**config.mk**
```make
export PLATFORM = sky130hd
export DESIGN_NAME = dac_hpf_scheduler
export DESIGN_NICKNAME = d
export VERILOG_FILES = /design/src/rtl/dac_hpf_scheduler.sv
export SDC_FILE = /design/constraint.sdc
export NUM_CORES = 1
export LEC_CHECK = 0
export BUFFER_PORTS_ARGS = -buffer_cell sky130_fd_sc_hd__buf_2
export CAP_MARGIN = 10
export CORE_MARGIN = 2
export CORE_UTILIZATION = 55
export CTS_CLUSTER_SIZE = 28
export DETAILED_ROUTE_END_ITERATION = 8
export PLACE_DENSITY = 0.9
export SLEW_MARGIN = 20
export SYNTH_ARGS = -nofsm -noshare
export SYNTH_HDL_FRONTEND = slang
export SYNTH_SLANG_ARGS = --single-unit
```
**constraint.sdc**
```tcl
create_clock -name dataclk -period 5.4 [get_ports dataclk]
set_input_delay 0 -clock dataclk [delete_from_list [all_inputs] [get_ports dataclk]]
set_output_delay 0 -clock dataclk [all_outputs]
set_load 0.02 [all_outputs]
```
**src/rtl/dac_hpf_scheduler.sv**
```systemverilog
// Shares one first-order HPF unit across NUM_DAC DAC channels, once per sample frame.
// Optional macro DAC_HPF_TIMEOUT_EN: abandon a filter request after TIMEOUT_CYC cycles and flag fault.
module dac_hpf_scheduler #(
    parameter int NUM_DAC     = 8,
    parameter int DATA_W      = 16,
    parameter int TIMEOUT_CYC = 64
) (
    input  logic                      dataclk,
    input  logic                      reset_n,
    input  logic                      sample_start,
    input  logic                      hpf_en,
    input  logic [NUM_DAC-1:0]        dac_en,
    input  logic [NUM_DAC*DATA_W-1:0] dac_in_flat,
    output logic                      filt_req,
    output logic [2:0]                filt_ch,
    output logic [DATA_W-1:0]         filt_x,
    input  logic                      filt_ack,
    input  logic [DATA_W-1:0]         filt_y,
    output logic [NUM_DAC*DATA_W-1:0] dac_out_flat,
    output logic                      dac_load,
    output logic                      busy,
    output logic                      overrun,
    output logic                      fault,
    input  logic                      flag_clr
);

    localparam logic [DATA_W-1:0] MIDSCALE = {1'b1, {(DATA_W-1){1'b0}}};
    localparam logic [2:0]        LAST_CH  = 3'(NUM_DAC - 1);

    typedef enum logic [1:0] {
        S_IDLE  = 2'd0,
        S_CHECK = 2'd1,
        S_REQ   = 2'd2,
        S_DONE  = 2'd3
    } state_t;

    if (NUM_DAC < 2 || NUM_DAC > 8 || TIMEOUT_CYC < 1) begin : g_param_guard
        $error("dac_hpf_scheduler: parameter out of range");
    end

    state_t              state_q;
    logic [2:0]          ch_q;
    logic [2:0]          ch_d;
    logic                ch_last_s;
    logic                filter_s;
    logic [DATA_W-1:0]   bypass_s;
    logic [NUM_DAC-1:0]  en_q;
    logic                hpf_q;
    logic [DATA_W-1:0]   snap_q [NUM_DAC];
    logic [DATA_W-1:0]   res_q  [NUM_DAC];
    logic [DATA_W-1:0]   out_q  [NUM_DAC];
    logic                filt_req_q;
    logic [2:0]          filt_ch_q;
    logic [DATA_W-1:0]   filt_x_q;
    logic                dac_load_q;
    logic                overrun_q;

`ifdef DAC_HPF_TIMEOUT_EN
    localparam int              TMO_W    = $clog2(TIMEOUT_CYC + 1);
    localparam logic [TMO_W-1:0] TMO_LAST = TMO_W'(TIMEOUT_CYC - 1);
    logic [TMO_W-1:0] tmo_q;
    logic             fault_q;
    assign fault = fault_q;
`else
    assign fault = 1'b0;
`endif

    // Per-channel decisions: next index, whether to filter, and the non-filtered result value.
    always_comb begin
        ch_last_s = (ch_q == LAST_CH);
        if (ch_last_s) begin
            ch_d = ch_q;
        end else begin
            ch_d = ch_q + 3'd1;
        end
        filter_s = en_q[ch_q] & hpf_q;
        if (en_q[ch_q]) begin
            bypass_s = snap_q[ch_q];
        end else begin
            bypass_s = MIDSCALE;
        end
    end

    // Scheduler FSM with snapshot, result and shadow-output registers.
    always_ff @(posedge dataclk or negedge reset_n) begin
        if (!reset_n) begin
            state_q    <= S_IDLE;
            ch_q       <= 3'd0;
            en_q       <= {NUM_DAC{1'b0}};
            hpf_q      <= 1'b0;
            filt_req_q <= 1'b0;
            filt_ch_q  <= 3'd0;
            filt_x_q   <= {DATA_W{1'b0}};
            dac_load_q <= 1'b0;
            overrun_q  <= 1'b0;
            for (int k = 0; k < NUM_DAC; k++) begin
                snap_q[k] <= {DATA_W{1'b0}};
                res_q[k]  <= MIDSCALE;
                out_q[k]  <= MIDSCALE;
            end
`ifdef DAC_HPF_TIMEOUT_EN
            tmo_q   <= {TMO_W{1'b0}};
            fault_q <= 1'b0;
`endif
        end else begin
            dac_load_q <= 1'b0;
            // A start pulse outside IDLE (DONE included) is dropped but remembered.
            if (sample_start && (state_q != S_IDLE)) begin
                overrun_q <= 1'b1;
            end else if (flag_clr) begin
                overrun_q <= 1'b0;
            end
`ifdef DAC_HPF_TIMEOUT_EN
            if (flag_clr) begin
                fault_q <= 1'b0;
            end
`endif
            case (state_q)
                S_IDLE: begin
                    ch_q <= 3'd0;
                    if (sample_start) begin
                        en_q    <= dac_en;
                        hpf_q   <= hpf_en;
                        for (int k = 0; k < NUM_DAC; k++) begin
                            snap_q[k] <= dac_in_flat[k*DATA_W +: DATA_W];
                        end
                        state_q <= S_CHECK;
                    end
                end
                S_CHECK: begin
                    if (filter_s) begin
                        filt_req_q <= 1'b1;
                        filt_ch_q  <= ch_q;
                        filt_x_q   <= snap_q[ch_q];
`ifdef DAC_HPF_TIMEOUT_EN
                        tmo_q      <= {TMO_W{1'b0}};
`endif
                        state_q    <= S_REQ;
                    end else begin
                        res_q[ch_q] <= bypass_s;
                        ch_q        <= ch_d;
                        state_q     <= ch_last_s ? S_DONE : S_CHECK;
                    end
                end
                S_REQ: begin
                    // An ack on the expiry cycle still wins over the timeout.
                    if (filt_ack) begin
                        res_q[ch_q] <= filt_y;
                        filt_req_q  <= 1'b0;
                        ch_q        <= ch_d;
                        state_q     <= ch_last_s ? S_DONE : S_CHECK;
                    end
`ifdef DAC_HPF_TIMEOUT_EN
                    else if (tmo_q == TMO_LAST) begin
                        res_q[ch_q] <= bypass_s;
                        filt_req_q  <= 1'b0;
                        fault_q     <= 1'b1;
                        ch_q        <= ch_d;
                        state_q     <= ch_last_s ? S_DONE : S_CHECK;
                    end else begin
                        tmo_q <= tmo_q + TMO_W'(1);
                    end
`endif
                end
                S_DONE: begin
                    for (int k = 0; k < NUM_DAC; k++) begin
                        out_q[k] <= res_q[k];
                    end
                    dac_load_q <= 1'b1;
                    state_q    <= S_IDLE;
                end
                default: begin
                    state_q <= S_IDLE;
                end
            endcase
        end
    end

    for (genvar g = 0; g < NUM_DAC; g++) begin : g_pack
        assign dac_out_flat[g*DATA_W +: DATA_W] = out_q[g];
    end

    assign filt_req = filt_req_q;
    assign filt_ch  = filt_ch_q;
    assign filt_x   = filt_x_q;
    assign dac_load = dac_load_q;
    assign overrun  = overrun_q;
    assign busy     = (state_q != S_IDLE);

endmodule

```
==> results of run 1 <==
==> stage by stage <==
stage,instance area (um^2),util [%],std cells
floorplan,16900,-,1253
global placement,18800,61.8,1896
detailed placement,18800,61.8,1897
CTS,21800,71.5,2123
global route,21800,71.6,2128
finish,21800,71.6,2129
==> sequential cells by signal, indices dropped and copies added (netlist names), 2 cells and up <==
signal and cells:
ch_q 3, en_q 8, filt_x 16, res_q 128, state_q 2, filt_ch 3, dac_out_flat 128, snap_q 128
==> per-layer routing <==
layer | part of all wire (%) | vias to the layer above
li1 | - | 5387
met3 | 8.3 | 181
met1 | 36 | 6544
met5 | 0.041 | -
met2 | 50 | 736
met4 | 5.6 | 4
==> logic make-up after synthesis <==
family | count (synthesis)
flip-flops | 420
multiplexers | 318
AO/OA/AOI/OAI | 231
AND/OR/NAND/NOR | 197
buffers and inverters | 80
adder cells (fa/ha/maj) | 6
other | 1
==> area by class of cell <==
class / count / area, um^2
antenna: 6 / 15.0
timing repair buffer: 468 / 3150
sequential: 420 / 10500
clock inverter: 16 / 235
fill: 1872 / 8630
inverter: 8 / 30.0
clock buffer: 62 / 1230
tap: 396 / 495
multi-input combinational: 753 / 6110
==> timing repair <==
item,in CTS,in global routing
hold buffers,148,0
gates resized for setup,0,0
endpoints found under the hold margin,270,0
setup endpoints to repair,0,0
==> final timing paths <==
kind                             from          endpoint  slack, ns  cells after the start
setup / recovery              ch_q[1]         res_q[65]       1.51                      6
setup reg to reg              ch_q[1]         res_q[65]       1.51                      6
max in group asynchronous     reset_n  dac_out_flat[86]       3.90                      3
hold reg to reg            res_q[111]        res_q[111]       0.48                      2
min in group dataclk       filt_y[15]         res_q[31]       0.09                      4
hold / removal                reset_n          dac_load       0.09                      2
==> synthesized netlist by cell type (all sizes together) (13+ instances only) <==
cell type / instances
o211ai: 13
a21oi: 20
nor2: 27
o21ai: 112
dfstp: 16
dfrtp: 404
clkbuf: 42
mux2: 296
a221oi: 22
nand2: 132
buf: 30
nand2b: 14
mux2i: 17
o22a: 21
==> where the power goes <==
group	switching [mW]	internal [mW]	leakage [nW]
Clock	1.26	1.83	0.710
Combinational	3.25	2.16	4.26
Sequential	1.04	4.50	5.31
==> results.txt, run 1 <==
In the layout the commonest cells are 402 x sky130_fd_sc_hd__dfrtp_1, 307 x sky130_fd_sc_hd__buf_2, 295 x sky130_fd_sc_hd__mux2_2. The number of iterations in the first detailed-routing pass came out at 7. The post-synthesis xor/xnor area fraction came out at 0%. The buffers inserted during post-CTS setup optimization is 0.

TritonCTS built the clock tree. The worst-margin pin slew came out at between 1 and 1.5 ns. The fraction of synthesized area in multiplexers came out at 21.3%. STA classifies the critical path endpoint as a flip-flop.

The met2 demand-to-capacity share in global routing is 57.0%. In this run, synthesis inferred 0 flip-flops with an integrated enable. The synthesis-to-layout area growth is 28.7%. The via count of the first global-routing pass is between 10000 and 15000. The global routing met3 resource utilization is 6.91%. In this run the worst hold path is classified as input port to asynchronous set/reset pin. In this design, the stage delay of the slowest critical-path cell is around 1.1 ns.

The worst pin sits at a relative slew slack of 24.5%. After layout, the minimum clock period comes to approximately 3.9 ns. Power spread over the standard cell area amounts to approximately 640 nW/um^2.

In this run the static leakage power is ~10 nW. Timing would allow up to roughly 260 MHz. The flow ran to the end, and the final reports show no timing, DRC or antenna violations. The slack of the critical path is about 1.5 ns. Synthesis instantiated between 50 and 60 different standard cells from the library. From bottom edge to top edge, the die measures 180 um. Dividing the final minimum period by the clock period gives 72.0%. The wire length after detailed routing came out at ~54000 um. The number of remaining DRC errors came out at 0.

The library cell used most frequently in the layout, excluding fill and tap cells, is sky130_fd_sc_hd__dfrtp_1. The number of instances in the synthesized netlist is ~1300. The final HPWL from detailed placement came out at approximately 33000 um. Setup repair after global routing left no endpoint under its margin. The maximum buffer depth of the clock tree is 3. The met1 track demand over resource in global routing came out at between 30 and 40%. The clock latency on the worst-skew pair is 0.55 ns. The first-iteration detailed-routing DRC count came out at roughly 1100.

The total nets after synthesis is roughly 1400. The worst setup skew after layout is a little under 0.02 ns. The count of final hold-check violations came to 0. The cell family contributing the most delay on the critical path is compound AO/OA/AOI/OAI gates. The mean instance size in the synthesized netlist is around 14 um^2. In the final design database the tool counted 1857 nets. The dominant cell type by area after synthesis is sky130_fd_sc_hd__dfrtp_1. The data arrival time at the worst-slack endpoint came out at 4.25 ns.

The number of clock buffers added by TritonCTS is 42. STA classifies the critical path startpoint as a flip-flop. The worst IR drop on VDD came out at 0.318 mV. The die is between 150 and 200 um wide.

Of all flip-flops after synthesis, the portion carrying an async set or reset was 100%. The post-synthesis compound-gate area fraction came out at approximately 9%. The die covers ~32000 um^2. The detail-routed via count per cell came out at approximately 6.0.

The worst hold slack is between 0.08 and 0.09 ns. The clock tree synthesis step divided the H-tree into 2 levels. The sum of internal, switching and leakage power is 14.1 mW.

Together, buffers and inverters on the worst path number 0. The required time of the critical path came out at between 5 and 6 ns. In this run the clock root is driven by a sky130_fd_sc_hd__clkbuf_16.

Prior to clock tree synthesis, the placed netlist has a worst setup slack of 1.54 ns. Among all stages on the critical path, the largest delay is contributed by sky130_fd_sc_hd__dfrtp_2. The post-route antenna net violation count came out at 0. The post-synthesis instance area came out at between 15000 and 20000 um^2. The floorplan row count came out at 64.

After synthesis, flip-flops and latches occupy between 60 and 70% of the total area. The number of setup violations in the final report is 0. After routing, the total negative slack on setup checks comes to 0 ns. Yosys attributes the largest share of cell area to sky130_fd_sc_hd__dfrtp_1 60%, sky130_fd_sc_hd__mux2_2 20%, sky130_fd_sc_hd__nand2_1 2.9%. At the end of routability-driven placement, the weighted congestion stood at between 0.8 and 0.9. The via count is 12900. The core footprint came out at 30400 um^2.

The signal on the critical path passes through nor2_1 > a221o_1 > a21oi_4 > nand2b_1 > o211ai_1 > o21ai_0. Entering global routing, the biggest net connects 170 pins. The clock sink total came out at 420. The initial cell density of the core came out at between 50% and 60%.

The critical path class is flip-flop to flip-flop. The number of warnings printed during yosys synthesis is 0. The worst-path maximum fanout came out at between 40 and 50. The portion of synthesized cell area occupied by the leading cell type is approximately 60%. The initial antenna violation count came out at 7. For this run, the leading register cell type out of synthesis is sky130_fd_sc_hd__dfrtp_1. Max-cap violations in this run came to 0. The clock transition at the register clock pins on the worst setup and hold paths after CTS is approximately 0.07 ns.

The max-slew violation total from the final report came to 0. The count of buffers inserted at the top-level ports came out at roughly 310. The wire length of the first global-routing pass is just over 80000 um. The number of register bits inferred by synthesis is 420. The wire length per cell is ~25 um. The simple-gate portion of the synthesized area came out at under 10%.

By area, the combinational part of the netlist is dominated by multiplexers. The total global routing track utilization is around 33%. The layout cell share with drive strength beyond 1 came out at 41.6%. The I/O pin count is between 300 and 400. The post-synthesis adder-cell area fraction came out at 0.443%.

The total congestion overflow after global routing is 0. The peak-usage layer in the global routing report is met2.
No activity file was read; power rests on OpenSTA's default activity.
==> inputs of run 2 (changes only) <==
Settings changed: CORE_UTILIZATION 55 to 50, PLACE_DENSITY 0.9 to 0.87.
Clock period 5.4 ns to 3.15 ns, I/O delays scaled along.
==> run 2 against run 1 <==
Final area increased by 0.96%. Wire length fell by 6.4%. Die area grew 9.8%. Clock power up 64%. Non-clock buffer count rose by 22. Register-to-register slack got worse by 1.2 ns. Largest power group is now combinational cells.
==> results.txt, run 2 (synthesis gave the netlist of run 1 again) <==
Dividing the final minimum period by the clock period gives between 90% and 100%. CTS placed an instance of sky130_fd_sc_hd__clkbuf_16 at the clock tree root. In the routed layout, each cell is associated on average with a via count of ~5.7. STA classifies the critical path endpoint as a flip-flop. In this run the tool buffered the top-level ports with 308 buffer cells.

The chip width is between 150 and 200 um. The clock latency on the worst-skew pair is approximately 0.58 ns. In this run, post-CTS repair resized a total of 0 instances.

The normalized max-slew margin came out at 31.0%. The signal on the critical path passes through nor2_1 > a221o_1 > a21oi_4 > o211ai_2 > nand2_1 > o21ai_1. The wire length after detailed routing came out at ~50000 um. The worst setup skew after layout is approximately 0.052 ns. The total global routing track utilization is 28.5%. Setup repair after global routing left no endpoint under its margin. STA classifies the critical path startpoint as a flip-flop.

The post-place instance area came out at between 15000 and 20000 um^2. The I/O pin count is 310. The count of final hold-check violations came out at 0. For this run, design rule violations remaining after detail routing come to 0. Entering global routing, the biggest net connects approximately 120 pins. Cells with a size suffix above 1 make up 42.1% of the layout.

The final-stage net count came out at about 1900. The count of nets left with antenna violations once routing finished came out at 0. The max-slew violation total from the final report is 0.

The maximum buffer depth of the clock tree came out at 3. The routed layout has 12500 vias. The number of iterations in the first detailed-routing pass came out at 5.

The master of the slowest instance on the critical path is sky130_fd_sc_hd__o211ai_2. The worst setup path is of the flip-flop to flip-flop kind. The clock sink total is between 400 and 500. The wire length per cell came out at ~23 um.

The vertical die dimension came out at 188 um. The filler cells instantiated in the layout total approximately 2400. The number of setup violations in the final report came out at 0. The initial antenna violation count is 5. The sum of negative setup slack came out at 0 ns. Summed over all nets, the half-perimeter wirelength after detailed placement is around 32000 um. The flow ran to the end, and the final reports show no timing, DRC or antenna violations.

The data arrival time at the worst-slack endpoint is around 3.3 ns. The floorplan row count is between 60 and 70. The clock transition at the register clock pins on the worst setup and hold paths after CTS is 0.06 ns. In this run the worst hold path is classified as input port to flip-flop. The final critical delay including setup and external delays is 2.84 ns.

The total congestion overflow after global routing came out at 0. The worst IR drop on VDD is approximately 0.8 mV. The via count of the first global-routing pass is 13000. The global placement routability congestion is around 0.85. The count of hold buffers inserted by post-cts repair is 147. In the layout the commonest cells are 402 x sky130_fd_sc_hd__dfrtp_1, 307 x sky130_fd_sc_hd__buf_2, 295 x sky130_fd_sc_hd__mux2_2. In this run the worst path has a maximum fanout of 26. The summed area of non-filler cells in the final layout came out at roughly 22000 um^2. The number of clock buffers inserted by TritonCTS came out at 42. The wire length of the first global-routing pass is a little under 80000 um. The CTS H-tree depth came out at 2. The leakage power summed over all cells came out at ~10 nW. The buffers inserted during post-CTS setup optimization came out at 0. The first-iteration detailed-routing DRC count came out at approximately 820. The stage delay of the slowest cell on the critical path is between 0.8 and 0.9 ns.

Leaving out fill and tap cells, the most frequent cell in the layout is sky130_fd_sc_hd__dfrtp_1. For the worst setup path, the data required time is ~3.6 ns. TritonCTS built the clock tree.

After floorplanning, the core was sized to cover between 30000 and 40000 um^2. The timing-limited maximum frequency came out at between 300 and 400 MHz. The initial cell density of the core came out at around half.

The die footprint came out at ~35000 um^2. Across the run, the number of max-cap violations was 0. The worst-margin pin slew is 1.03 ns. The power density over cell area is about 1100 nW/um^2. The synthesis-to-layout area growth is 29.9%.
-- run 2: cell count changes in the layout (fill, tap and decap cells not counted), sizes merged --
| cell | previous run | this run |
|---|---|---|
| buf | 320 | 343 |
| inv | 10 | 9 |
| dlygate4sd3 | 148 | 147 |
| clkbuf | 62 | 67 |
| bufinv | 5 | 2 |
| clkinvlp | 3 | 1 |
-- run 2: path summary, 6_finish.rpt --
path / start / slack [ns] / end / depth (start not counted)
min: filt_y[10] / 0.03 / res_q[58] / 4
max reg2reg: ch_q[1] / 0.31 / res_q[51] / 6
max in group asynchronous: reset_n / 1.90 / ch_q[1] / 3
min reg2reg: res_q[123] / 0.48 / res_q[123] / 2
min in group asynchronous: reset_n / 0.11 / res_q[116] / 2
max: ch_q[1] / 0.31 / res_q[51] / 6
-- run 2: through the flow --
step	instances	setup WS, ns	hold slack [ns]	util [%]	power [mW]
CTS	2196	0.255	0.0148	65.7	23.6
global placement	1972	0.441	0.166	57.2	17.9
global route	2200	0.0915	0.0662	65.8	25.0
floorplan	1253	0.932	-0.296	-	14.7
detailed placement	1972	0.251	0.172	57.2	18.4
finish	2202	0.307	0.0304	65.8	23.9
-- run 2: power by group --
part / leakage, nW / internal [mW] / total, mW / switching [mW]
clock: 0.676 / 2.89 / 5.06 / 2.17
sequential: 5.31 / 7.72 / 9.11 / 1.40
combinational: 4.39 / 3.94 / 9.70 / 5.76
total: 10.4 / 14.5 / 23.9 / 9.32
-- run 2: area by class of cell --
class	count	area, um^2	share of cell area [%]
inverter	8	30.0	0.136
tap	448	561	2.55
clock inverter	10	158	0.716
clock buffer	67	1230	5.61
sequential	420	10500	47.9
timing repair buffer	490	3370	15.3
multi-input combinational	753	6100	27.7
antenna	6	15.0	0.0682
-- run 2: layer usage --
| metal | part of all wire, % | wire length [um] | track usage (%) | vias to the layer above |
|---|---|---|---|---|
| met2 | 51 | 25600 | 49.8 | 563 |
| li1 | - | - | - | 5430 |
| met5 | 0 | 0 | 0 | - |
| met4 | 4.0 | 2030 | 11.4 | 0 |
| met1 | 38 | 19200 | 35.1 | 6352 |
| met3 | 6.8 | 3430 | 5.15 | 117 |
-- run 2: worst max-delay path, delay by kind of cell (launching register included) --
kind | cells | cell delay (ns)
AOI/OAI and AO/OA | 4 | 1.57
and+or+nand+nor | 2 | 0.71
DFF | 1 | 0.51
